## config.mk

```make
export PLATFORM = sky130hd
export DESIGN_NAME = adder_n_serial
export DESIGN_NICKNAME = d
export VERILOG_FILES = /design/src/rtl/adder_n_serial.sv
export SDC_FILE = /design/constraint.sdc
export NUM_CORES = 1
export LEC_CHECK = 0
export CAP_MARGIN = 25
export CORE_ASPECT_RATIO = 1.25
export CORE_UTILIZATION = 52
export DETAILED_ROUTE_END_ITERATION = 12
export PLACE_DENSITY = 0.94
export SETUP_SLACK_MARGIN = 0.1
export SLEW_MARGIN = 0
export SYNTH_ARGS = -nofsm -noshare
export SYNTH_HDL_FRONTEND = slang
export SYNTH_SLANG_ARGS = --single-unit
```

## constraint.sdc

```tcl
create_clock -name clk -period 4.6 [get_ports clk]
set_clock_uncertainty 0.05 [all_clocks]
set_input_delay 0.69 -clock clk [delete_from_list [all_inputs] [get_ports clk]]
set_output_delay 0.69 -clock clk [all_outputs]
set_load 0.05 [all_outputs]
```

## src/rtl/adder_n_serial.sv

```systemverilog
// ---------------------------------------------------------------------------
// adder_n_serial
//
// Bit-serial ripple adder. On an accepted start the operands are captured and
// one bit is added per clock, LSB first, through a single full adder whose
// carry is kept in a register. The result is presented WIDTH cycles later
// together with a one-cycle done pulse, and held until the next accepted start.
//
// Optional feature macro: ADDER_N_SERIAL_SUB_EN
//   When defined, adds input 'sub' (subtract a-b as a+~b+1, cin ignored) and
//   output 'ovf' (signed two's-complement overflow of the last operation).
//
// Parameters
//   WIDTH  operand/result width in bits (1..32)
//
// Ports
//   clk    clock, all state changes on the rising edge
//   rst    synchronous active-high reset
//   start  request a new operation (accepted in IDLE or DONE only)
//   a, b   operands, captured on an accepted start
//   cin    carry-in, captured on an accepted start
//   sub    (macro only) subtract select, captured on an accepted start
//   busy   high while bits are being processed
//   done   one-cycle pulse when sum/cout (and ovf) are final
//   sum    a+b+cin modulo 2^WIDTH
//   cout   carry out of bit WIDTH-1
//   ovf    (macro only) signed overflow of the last result
// ---------------------------------------------------------------------------
module adder_n_serial #(
   parameter int WIDTH = 8
) (
   input  logic             clk,
   input  logic             rst,
   input  logic             start,
   input  logic [WIDTH-1:0] a,
   input  logic [WIDTH-1:0] b,
   input  logic             cin,
`ifdef ADDER_N_SERIAL_SUB_EN
   input  logic             sub,
   output logic             ovf,
`endif
   output logic             busy,
   output logic             done,
   output logic [WIDTH-1:0] sum,
   output logic             cout
);

   localparam int            CW       = $clog2(WIDTH + 1);
   localparam logic [CW-1:0] LAST_BIT = CW'(WIDTH - 1);

   typedef enum logic [1:0] {
      IDLE = 2'd0,
      RUN  = 2'd1,
      DONE = 2'd2
   } state_t;

   state_t           state_reg, state_next;
   logic [WIDTH-1:0] a_reg, a_next;
   logic [WIDTH-1:0] b_reg, b_next;
   logic [WIDTH-1:0] sum_reg, sum_next;
   logic [CW-1:0]    cnt_reg, cnt_next;
   logic             carry_reg, carry_next;
   logic             cout_reg, cout_next;
   logic             sub_op;
   logic             bit_sum;
   logic             bit_carry;

`ifdef ADDER_N_SERIAL_SUB_EN
   logic             ovf_reg, ovf_next;
   assign sub_op = sub;
`else
   assign sub_op = 1'b0;
`endif

   // Operands are shift registers; bit 0 is always the bit being added.
   assign bit_sum   = a_reg[0] ^ b_reg[0] ^ carry_reg;
   assign bit_carry = (a_reg[0] & b_reg[0]) | (a_reg[0] & carry_reg) | (b_reg[0] & carry_reg);

   // -----------------------------------------------------------------------
   // State register and datapath registers
   // -----------------------------------------------------------------------
   always_ff @(posedge clk) begin
      if (rst) begin
         state_reg <= IDLE;
         a_reg     <= '0;
         b_reg     <= '0;
         sum_reg   <= '0;
         cnt_reg   <= '0;
         carry_reg <= 1'b0;
         cout_reg  <= 1'b0;
`ifdef ADDER_N_SERIAL_SUB_EN
         ovf_reg   <= 1'b0;
`endif
      end else begin
         state_reg <= state_next;
         a_reg     <= a_next;
         b_reg     <= b_next;
         sum_reg   <= sum_next;
         cnt_reg   <= cnt_next;
         carry_reg <= carry_next;
         cout_reg  <= cout_next;
`ifdef ADDER_N_SERIAL_SUB_EN
         ovf_reg   <= ovf_next;
`endif
      end
   end

   // -----------------------------------------------------------------------
   // Next-state and datapath logic
   // -----------------------------------------------------------------------
   always_comb begin
      state_next = state_reg;
      a_next     = a_reg;
      b_next     = b_reg;
      sum_next   = sum_reg;
      cnt_next   = cnt_reg;
      carry_next = carry_reg;
      cout_next  = cout_reg;
`ifdef ADDER_N_SERIAL_SUB_EN
      ovf_next   = ovf_reg;
`endif
      case (state_reg)
         IDLE, DONE: begin
            if (start) begin
               state_next = RUN;
               a_next     = a;
               // Subtraction is a + ~b + 1: invert b once at capture and
               // seed the carry with 1 instead of cin.
               b_next     = sub_op ? ~b : b;
               carry_next = sub_op ? 1'b1 : cin;
               cnt_next   = '0;
               sum_next   = '0;
               cout_next  = 1'b0;
`ifdef ADDER_N_SERIAL_SUB_EN
               ovf_next   = 1'b0;
`endif
            end else begin
               state_next = IDLE;
            end
         end
         RUN: begin
            a_next     = a_reg >> 1;
            b_next     = b_reg >> 1;
            carry_next = bit_carry;
            // New bits enter at the MSB; after WIDTH shifts bit 0 of the
            // result has reached position 0.
            sum_next   = (sum_reg >> 1) | (WIDTH'(bit_sum) << (WIDTH - 1));
            if (cnt_reg == LAST_BIT) begin
               state_next = DONE;
               cout_next  = bit_carry;
`ifdef ADDER_N_SERIAL_SUB_EN
               // Overflow: carry into the sign bit differs from carry out.
               ovf_next   = bit_carry ^ carry_reg;
`endif
            end else begin
               cnt_next = cnt_reg + 1'b1;
            end
         end
         default: begin
            state_next = IDLE;
         end
      endcase
   end

   assign busy = (state_reg == RUN);
   assign done = (state_reg == DONE);
   assign sum  = sum_reg;
   assign cout = cout_reg;
`ifdef ADDER_N_SERIAL_SUB_EN
   assign ovf  = ovf_reg;
`endif

endmodule
```

==> impl_metrics.py, run 1 <==
metrics = {
    "finish": {
        "final_area_um2": 1710,
        "fillCellCount": 222,
        "final_layout_size_suffix_gt1_share_pct": 5.18,
        "num_antenna_cells": 0,
        "area_growth_syn_to_layout_pct": 26.7,
        "final_nets": 215,
        "utilization_pct": 69.5,
    },
    "detailed_routing": {
        "first_pass_iters": 4,
        "route.detailed.drc": 0,
        "post_drt_wl_per_cell_um": 12.2,
        "drt_wl_total_um": 2760,
        "drt_iter0_markers": 28,
        "ant_nets": 0,
        "num_vias": 1262,
        "vias_per_cell": 5.58,
    },
    "critical_path": {
        "cpMaxStageDelayCell": "clkdlybuf4s50_1",
        "path_buf_inv": 3,
        "crit_family": "buffers and inverters",
        "slowest_delay_ns": 0.88,
        "start_kind": "flip-flop",
        "setup.worst_path.end_class": "output pin",
        "critPathMaxFanout": 45,
        "crit_arrival_ns": 2.29,
        "cp.required_ns": 3.86,
        "path_cells": "nand2b_1 > buf_4 > inv_1 > clkdlybuf4s50_1",
        "critPathKind": "flip-flop to output pin",
    },
    "run": {
        "drv_cap": 0,
    },
    "pwr": {
        "p_int_uw": 416,
        "comb_power_share_pct": 14.8,
        "power_uw": 563,
        "ir_drop_v": 0.000223,
        "leakage_uw": 0.000628,
        "power.density_nw_per_um2": 330,
        "p_seq_share_pct": 53.8,
        "p_sw_uw": 147,
        "clkPwrFrac_pct": 31.4,
        "swShare_pct": 26.1,
    },
    "sta": {
        "rsz0062_at_grt": "no",
        "hold_slack_ns": 0.417,
        "fin_crit_sh_pct": 65.9,
        "hold_viol_final": 0,
        "fin_crit_ns": 3.03,
        "setup_viol": 0,
        "fmax_mhz": 330,
        "worstMarginPinSlew_ns": 1.03,
        "final_max_slew_viol_count": 0,
        "tns_ns": 0,
        "max_slew_margin_pct": 31.1,
    },
    "clock_tree": {
        "clk_latency_ns": 0.34,
        "cts_max_level": 2,
        "hold_buffers": 0,
        "cts_resized": 0,
        "clkSinkCount": 32,
        "clkTransAtPathRegs_ns": 0.09,
        "clock_path_buffers": 2,
        "cts_buffers": 5,
        "root_buffer": "clkbuf_4",
        "cts_setup_buffers": 0,
        "cts_tree": "done",
    },
    "synth": {
        "synthFlopType": "dfxtp_1",
        "yosysWarnings": 0,
        "synth_edf_count": 0,
        "ys_types": 25,
        "seq_area_frac_synth_pct": 47.6,
        "synth-seq-cells": 32,
        "async_flop_share_pct": 0,
        "yosysTopAreaCell": "dfxtp_1",
        "synth_most_common_cell": "nand2_1",
        "synthCells": 168,
        "syn-cell-area_um2": 1350,
        "synth_nets": 190,
        "synthTopCellsByCount": "nand2_1 (39), dfxtp_1 (32), a31oi_1 (15), nand3_1 (15), o21ai_0 (15)",
        "yosys-top-cells-area": "dfxtp_1 (48%), nand2_1 (11%), a31oi_1 (7.0%), nand3_1 (5.6%), o21ai_0 (5.6%)",
        "yosysTopAreaCellShare_pct": 47.6,
        "synth_area_per_cell_um2": 8.01,
    },
    "floorplanning": {
        "dieWidth_um": 47.5,
        "initial_core_util_pct": 54.9,
        "core-area_um2": 2450,
        "rows": 20,
        "die_area_um2": 2800,
        "ioPinCount": 31,
        "die_h_um": 58.9,
    },
    "placement": {
        "place_congestion": 0.754,
        "post-dp-hpwl_um": 1970,
        "io_buffer_count": 30,
        "place_area_um2": 1640,
    },
    "global_routing": {
        "first_global_vias": 1086,
        "grt_pass1_wl_um": 4620,
        "track_usage_pct": 23.5,
        "grt_remaining_overflow": 0,
        "antenna_found_initial": 0,
        "grt_max_degree": 46,
    },
    "worst_hold_path": {
        "hp-class": "flip-flop to flip-flop",
    },
    "run_status": {
        "status": "finished, final reports clean",
    },
}
per-stage QoR:
step,setup slack (ns),cells
final,1.57,226
after global routing,1.44,226
after CTS,1.58,226
after detailed placement,1.96,219
after global placement,1.99,218
after floorplan,2.85,168
cell usage in the layout (no fill, tap or decap):
cell type / count
fa_1: 1
mux2i_1: 1
a21oi_1: 14
nand2b_1: 3
buf_4: 1
nor2_1: 1
mux2_2: 1
nor4_1: 1
a22oi_1: 1
and3_1: 1
buf_6: 1
or4b_1: 1
nor2b_1: 2
clkbuf_4: 5
a31oi_1: 15
or4_1: 1
a21o_1: 2
ha_1: 1
inv_1: 5
nand2_1: 39
dfxtp_1: 32
o21ai_0: 15
clkbuf_8: 2
nand3_1: 15
clkdlybuf4s50_1: 30
o211a_1: 1
o311ai_0: 1
path summary, 6_finish.rpt:
path                                   start         end  cells after the start  slack (ns)
worst max-delay path            state_reg[0]        busy                      4        1.57
worst min-delay path                  sum[0]      sum[0]                      2        0.42
worst max register to register  state_reg[0]  cnt_reg[0]                      5        2.72
worst min register to register        sum[0]      sum[0]                      2        0.42
final cells by class:
type / instances / area, µm² / area share, %
Clock buffer: 7 / 65.1 / 3.82
Inverter: 5 / 18.8 / 1.10
Multi-Input combinational cell: 117 / 621 / 36.4
Sequential cell: 32 / 641 / 37.6
Tap cell: 33 / 41.3 / 2.42
Timing Repair Buffer: 32 / 319 / 18.7
layer usage:
metal / routed length (µm) / GRT usage (%) / share of wire (%)
met1: 1120 / 24.9 / 41
met2: 1460 / 39.7 / 53
met3: 140 / 6.44 / 5.1
met4: 38 / 13.9 / 1.4
met5: 0 / 0 / 0
kinds of logic after synthesis:
family | after synthesis | share of synthesized area (%)
DFF | 32 | 47.6
and+or+nand+nor | 64 | 21.3
buffers and inverters | 19 | 6.32
muxes | 2 | 1.58
adders and majority gates | 2 | 2.42
AOI/OAI and AO/OA | 49 | 20.8
tightest hold or removal path: stages (launching register included):
cell and delay [ns]:
dfxtp_1 0.32, nand3_1 0.06, a21oi_1 0.05
power groups by stage:
| stage | combinational [µW] | sequential, µW | clock (µW) |
|---|---|---|---|
| after CTS | 83.5 | 303 | 183 |
| after global placement | 79.5 | 308 | 0 |
| after floorplan | 53.9 | 309 | 0 |
| final | 83.3 | 303 | 176 |
| after detailed placement | 83.3 | 309 | 0 |
| after global routing | 94.1 | 304 | 196 |
(Power assumes the default switching activity.)
==> run 2: changes to the inputs <==
- CORE_UTILIZATION: 52 -> 44
- PLACE_DENSITY: 0.94 -> 0.85
- clock period: 4.6 -> 2.6 ns (I/O delays scaled with it)
==> impl_metrics.py, run 2 (synthesized netlist as in run 1, its figures left out) <==
metrics = {
    "run_status": {
        "status": "finished, final reports clean",
    },
    "finish": {
        "multi_input_area_um2": 621,
        "final_area_um2": 1720,
        "fillCellCount": 276,
        "area_growth_syn_to_layout_pct": 27.9,
        "num_antenna_cells": 0,
        "final_layout_size_suffix_gt1_share_pct": 7.61,
        "final_common_cell": "nand2_1",
        "most-common-layout-cells": "nand2_1 (39), dfxtp_1 (32), clkdlybuf4s50_1 (29)",
        "final_nets": 218,
        "final-seq-area_um2": 641,
    },
    "critical_path": {
        "reg2reg_depth": 5,
        "critPathMaxFanout": 24,
        "setup.worst_path.end_class": "output pin",
        "cp.required_ns": 2.16,
        "crit_arrival_ns": 1.63,
        "start_kind": "flip-flop",
        "critPathKind": "flip-flop to output pin",
        "r2r-start": "state_reg[1]",
        "r2r_setup_slack_ns": 0.81,
        "timing.rr.end": "cnt_reg[0]",
    },
    "sta": {
        "fin_crit_ns": 2.07,
        "hold_viol_final": 0,
        "fmax_mhz": 484,
        "tns_ns": 0,
        "rsz0062_at_grt": "no",
        "fin_crit_sh_pct": 79.5,
        "setup_viol": 0,
        "worstMarginPinSlew_ns": 0.519,
        "max_slew_margin_pct": 65.3,
        "final_max_slew_viol_count": 0,
    },
    "floorplanning": {
        "rows": 22,
        "ioPinCount": 31,
        "dieWidth_um": 51.5,
        "die_area_um2": 3290,
        "die_h_um": 63.8,
        "initial_core_util_pct": 46.1,
        "core-area_um2": 2920,
    },
    "pwr": {
        "p_sw_uw": 267,
        "leakage_uw": 0.000643,
        "p_int_uw": 714,
        "clkPwrFrac_pct": 30.0,
        "power.density_nw_per_um2": 570,
        "p_seq_share_pct": 54.5,
        "ir_drop_v": 0.000319,
        "swShare_pct": 27.2,
        "comb_power_share_pct": 15.6,
    },
    "placement": {
        "io_buffer_count": 30,
        "place_area_um2": 1660,
        "post-dp-hpwl_um": 1910,
        "place_congestion": 0.746,
    },
    "clock_tree": {
        "cts_buffers": 5,
        "cts_resized": 0,
        "root_buffer": "clkbuf_4",
        "clk_latency_ns": 0.33,
        "clkTransAtPathRegs_ns": 0.09,
        "clkSinkCount": 32,
        "clock_path_buffers": 2,
        "cts_setup_buffers": 0,
        "cts_tree": "done",
        "hold_buffers": 0,
        "cts_max_level": 2,
    },
    "detailed_routing": {
        "route.detailed.drc": 0,
        "vias_per_cell": 5.31,
        "top_layer_used": "met4",
        "m1WireLength_um": 1200,
        "num_vias": 1238,
        "drt_iter0_markers": 48,
        "first_pass_iters": 4,
        "post_drt_wl_per_cell_um": 11.8,
        "drt_wl_total_um": 2740,
        "met2_length_um": 1320,
        "ant_nets": 0,
        "route.met3.wl_um": 117,
    },
    "run": {
        "drv_cap": 0,
    },
    "worst_hold_path": {
        "hp-class": "flip-flop to flip-flop",
        "min_from": "sum[3]",
        "holdPathEnd": "sum[2]",
        "min_path_cells": 2,
    },
    "global_routing": {
        "antenna_found_initial": 0,
        "grt_remaining_overflow": 0,
        "grt_pass1_wl_um": 4810,
        "grt_max_degree": 25,
        "first_global_vias": 1129,
        "track_usage_pct": 20.1,
    },
}
[run 2: critical path, cell delays in order, from the launching register on]
cell and delay [ns]:
dfxtp_1 0.32, nand2b_1 0.15, buf_4 0.21, inv_1 0.34, buf_4 0.28
[run 2: area by class of cell]
cell class	count	share of cell area [%]
tap	36	2.62
multi-input combinational	117	36.0
sequential	32	37.2
inverter	5	1.09
clock buffer	6	2.98
clock inverter	2	0.581
timing repair buffer	35	19.5
[run 2: worst max-delay path by stage]
stage                             from         end  slack [ns]  cells after the start
after global placement           start    a_reg[4]        0.66                      5
after floorplan               a_reg[0]        cout        1.10                      4
final                     state_reg[1]        busy        0.53                      4
after detailed placement         start  cnt_reg[3]        0.63                      5
after global routing      state_reg[0]        busy        0.40                      4
after CTS                 state_reg[1]        busy        0.50                      4
[run 2: power by group through the flow]
stage | clock network (µW) | registers [µW] | logic (µW)
floorplan | 0 | 547 | 95.4
finish | 294 | 534 | 153
global route | 331 | 538 | 172
CTS | 306 | 534 | 154
detailed placement | 0 | 546 | 153
global placement | 0 | 545 | 150
[run 2: through the flow]
stage	setup slack, ns	instances	total power [µW]	utilization (%)	hold slack, ns
after floorplan	1.10	168	642	-	0.395
after global placement	0.656	225	695	56.9	0.403
after detailed placement	0.633	225	699	56.9	0.413
after CTS	0.500	233	994	59.0	0.425
after global routing	0.403	233	1040	59.0	0.454
final	0.533	233	981	59.0	0.419
[run 2: routing by layer]
metal | global-route usage (%) | vias up
met4 | 12.8 | 0
met5 | 0 | -
met3 | 7.14 | 12
li1 | - | 638
met1 | 22.3 | 552
met2 | 31.8 | 36
==> run 3: changes to the inputs <==
- clock period: 2.6 -> 1.7 ns (I/O delays scaled with it)
==> impl_metrics.py, run 3 (synthesized netlist as in run 1, its figures left out) <==
metrics = {
    "global_routing": {
        "first_global_vias": 1178,
        "antenna_found_initial": 0,
        "grt_pass1_wl_um": 4860,
        "grt_remaining_overflow": 0,
        "track_usage_pct": 19.9,
        "grt_max_degree": 22,
    },
    "critical_path": {
        "r2r_setup_slack_ns": 0.24,
        "critPathKind": "flip-flop to output pin",
        "cp.required_ns": 1.39,
        "r2r-start": "cnt_reg[0]",
        "reg2reg_depth": 4,
        "start_kind": "flip-flop",
        "setup.worst_path.end_class": "output pin",
        "timing.rr.end": "cout",
        "crit_arrival_ns": 1.21,
        "critPathMaxFanout": 8,
    },
    "placement": {
        "dp_slack_ns": 0.149,
        "place_area_um2": 1690,
        "dp.cells": 232,
        "io_buffer_count": 30,
        "place_congestion": 0.727,
        "post-dp-hpwl_um": 1970,
    },
    "floorplanning": {
        "die_area_um2": 3290,
        "rows": 22,
        "die_h_um": 63.8,
        "core-area_um2": 2920,
        "ioPinCount": 31,
        "initial_core_util_pct": 46.1,
        "dieWidth_um": 51.5,
    },
    "sta": {
        "worstMarginPinSlew_ns": 0.412,
        "fmax_mhz": 662,
        "fin_crit_sh_pct": 88.8,
        "rsz0062_at_grt": "no",
        "max_slew_margin_pct": 72.2,
        "setup_viol": 0,
        "hold_viol_final": 0,
        "final_max_slew_viol_count": 0,
        "fin_crit_ns": 1.51,
        "tns_ns": 0,
        "setup_slack_ns": 0.190,
    },
    "detailed_routing": {
        "num_vias": 1265,
        "drt_wl_total_um": 2810,
        "first_pass_iters": 4,
        "drt_iter0_markers": 15,
        "ant_nets": 0,
        "route.detailed.drc": 0,
        "vias_per_cell": 5.29,
        "post_drt_wl_per_cell_um": 11.8,
    },
    "finish": {
        "fillCellCount": 289,
        "final_cells": 239,
        "area_growth_syn_to_layout_pct": 29.7,
        "final_nets": 225,
        "final_common_cell": "nand2_1",
        "most-common-layout-cells": "nand2_1 (39), dfxtp_1 (30), buf_4 (22)",
        "num_antenna_cells": 0,
        "final_area_um2": 1750,
        "final_layout_size_suffix_gt1_share_pct": 17.2,
    },
    "clock_tree": {
        "cts_buffers": 5,
        "cts_max_level": 2,
        "clock_path_buffers": 2,
        "clkTransAtPathRegs_ns": 0.09,
        "cts_setup_buffers": 0,
        "cts_tree": "done",
        "clkSinkCount": 32,
        "root_buffer": "clkbuf_4",
        "clk_latency_ns": 0.34,
    },
    "worst_hold_path": {
        "min_path_cells": 3,
        "holdPathEnd": "a_reg[2]",
        "min_from": "a[2]",
        "hp-class": "input port to flip-flop",
    },
    "pwr": {
        "ir_drop_v": 0.000629,
        "power_uw": 1470,
        "power.density_nw_per_um2": 840,
        "leakage_uw": 0.000687,
    },
    "run": {
        "drv_cap": 0,
    },
    "run_status": {
        "status": "finished, final reports clean",
    },
}
run 3: cell count changes in the layout (fill, tap and decap cells not counted), sizes merged:
cell	change
buf	+17
clkdlybuf4s50	-10
clkinv	-1
run 3: per-layer routing:
metal	wire, µm	track usage (%)	up-vias	part of all wire [%]
met4	58	9.12	0	2.1
met2	1350	33.1	24	48
met1	1280	22.2	584	46
li1	-	-	652	-
met3	118	7.14	5	4.2
met5	0	0	-	0
run 3: power by group:
part           internal (µW)  total (µW)  leakage, µW  switching (µW)
Sequential               795         818     0.000262            23.4
Clock                    152         399    0.0000281             247
Combinational            116         251     0.000396             135
Total                   1060        1470     0.000687             405
run 3: final cells by class:
class | instances | area (µm²) | area share (%)
flip-flops and latches | 32 | 643 | 36.8
multi-input cells | 117 | 627 | 35.9
repair buffers | 42 | 367 | 21.0
well taps | 36 | 45.0 | 2.58
clock buffers | 6 | 41.3 | 2.36
inverters | 5 | 18.8 | 1.07
clock inverters | 1 | 5.00 | 0.287
run 3: timing repair:
| item | in CTS | in global routing |
|---|---|---|
| hold endpoints to repair | 0 | 0 |
| pin swaps | 0 | 1 |
| hold buffers | 0 | 0 |
| gates resized for setup | 2 | 5 |
| endpoints found under the setup margin | 1 | 3 |
run 3: metrics by stage:
step | hold WS, ns | utilization, %
after floorplan | 0.341 | -
after global placement | 0.402 | 57.8
after detailed placement | 0.411 | 57.8
after CTS | 0.417 | 59.5
after global routing | 0.425 | 59.9
final | 0.421 | 59.9
run 3: worst max-delay path by stage:
stage                     cells past startpoint  slack [ns]          from    endpoint
after global routing                          3        0.12  state_reg[1]        busy
after CTS                                     4        0.13      a_reg[0]        cout
after detailed placement                      4        0.15      a_reg[0]        cout
final                                         3        0.19  state_reg[1]        busy
after floorplan                               4        0.20      a_reg[0]        cout
after global placement                        5        0.16         start  cnt_reg[2]
run 3: worst max-delay path: stages, from the launching register on:
cell,delay (ns)
dfxtp_1,0.31
nand2b_2,0.24
inv_2,0.14
buf_6,0.17
==> RTL change: new RTL, flow settings as in run 3 <==
`WIDTH`: 8 -> 16.
--- a/src/rtl/adder_n_serial.sv
+++ b/src/rtl/adder_n_serial.sv
@@ -27,7 +27,7 @@
 //   ovf    (macro only) signed overflow of the last result
 // ---------------------------------------------------------------------------
 module adder_n_serial #(
-   parameter int WIDTH = 8
+   parameter int WIDTH = 16
 ) (
    input  logic             clk,
    input  logic             rst,
Ports: changed (resized a, b and sum); port bits go from 31 to 55. No check against the original RTL was run, so the function may have changed too.
==> RTL change against run 3 <==
The run now ends with setup timing left; die area grew 64%; synthesized area grew 67%; clock power grew to 3.1 times the old value; hold slack lost 8.7 ps; routed wire length grew 100%; sequential power grew 78%; sequential cell count grew 25; first-iteration DRC count grew to 8.7 times the old value; worst setup slack lost 340 ps; power grew 110%; final area grew 84%; critical path type is now flop to flop; largest cell class unchanged.
==> RTL change: results (changes against run 3) <==
| Metric | Value |
|---|---|
| Port-buffer cells | `54 (+80%)` |
| CTS root buf | `clkbuf_8` |
| Gate Count Post-Synth | `265 (+58%)` |
| Net Count, Synth | `304 (+60%)` |
| Gpl congestion | `0.863 (+19%)` |
| Ratio of cells with drive above 1 in the final layout | `20.5% (+3.2 points)` |
| Slowest stage cell, crit path | `or3b_4` |
| R2R depth | `6 (+2)` |
| Failing checks | `setup timing` |
| Hold Crit Class | `flop to flop` |
| Final-report setup violation count | `4 (+4)` |
| Synth Area in Adders | `2.01% (-0.41 points)` |
| Area after DPL | `2890 um2 (+71%)` |
| Worst Path Arrival | `2060 ps (+850 ps)` |
| Worst Hold Path EP | `cout$_SDFFE_PP0P_` |
| Crit path to | `cnt_reg[3]$_SDFFE_PP0P_` |
| Hold-critical path depth | `2 (-1)` |
| Share of cell area taken by muxes after synthesis | `0% (-1.6 points)` |
| Logic pwr share | `14.0% (-3.1 points)` |
| Fillers | `412 (+43%)` |
| Min-delay src | `cout$_SDFFE_PP0P_` |
| Compound-Gate Fraction of Synth Area | `24.4% (+3.6 points)` |
| Final TNS setup | `-252 ps (-252 ps)` |
| Vias in the first global route | `1912 (+62%)` |
| Peak VDD IR | `722 uV (+15%)` |
| Crit path largest cell delay | `390 ps (+80 ps)` |
| CP Launch Point | `cnt_reg[0]$_SDFFE_PP0P_` |
| Status | `finished, violations left` |
| Total CTS buffers | `9 (+4)` |
| Sequential fraction of the synthesis area | `50.9% (+3.3 points)` |
| H-tree depth | `3 (+1)` |
| Xor-xnor portion of the synthesized cell area | `0.390% (+0.39 points)` |
| Net count, final | `366 (+63%)` |
| Crit path max fanout | `2 (-6)` |
| Leakage | `1.26 nW (+83%)` |
| Int Pwr | `2.34 mW (+120%)` |
| Yosys cell types | `32 (+28%)` |
| Worst-path clk slew | `60 ps (-30 ps)` |
| Per-cell routed wire length | `14.4 um (+22%)` |
| Top cells by count, synth | `66 x nand2_1, 57 x dfxtp_1, 32 x a31oi_1, 32 x o21ai_0, 17 x clkbuf_1` |
| Post-route worst setup slack | `-149 ps (-338 ps)` |
| Largest net degree at the start of global routing | `66 (+200%)` |
| Dpl cells | `369 (+59%)` |
| Synth area leaders | `dfxtp_1 51%, nand2_1 11%, a31oi_1 8.9%` |
| Final HPWL DP | `3310 um (+68%)` |
| Global Route Usage Sum | `22.1% (+2.2 points)` |
| First-iteration detailed-routing DRC count | `131 (+116)` |
## RTL change: area by class of cell
cell class / count / area, um2 / area share (%)
tap: 60 / 75.1 / 2.34
sequential: 57 / 1150 / 35.7
clock buffer: 13 / 149 / 4.64
clock inverter: 3 / 40.0 / 1.25
multi-input combinational: 180 / 1070 / 33.4
timing repair buffer: 73 / 701 / 21.8
inverter: 6 / 26.3 / 0.818
## RTL change: critical path: cells and delay by family (launching register included)
kind                     cells  cell delay [ps]
AND/OR/NAND/NOR              3              910
adder cells (fa/ha/maj)      2              300
AO/OA/AOI/OAI                1              170
flip-flops                   1              330
## RTL change: routing by layer
layer  vias up  wire length, um  part of all wire (%)  GRT usage, %
li1       1060                -                     -             -
met1       994             2350                    42          26.4
met2        72             2860                    51          35.3
met3        14              304                   5.4          4.72
met4         0              135                   2.4          15.0
met5         -                0                     0             0
## RTL change: what timing repair did
action                     CTS  global route
pin swaps                    3             5
setup buffers                5             3
hold buffers                 0             0
setup endpoints to repair   23            30
resized for setup           10             6
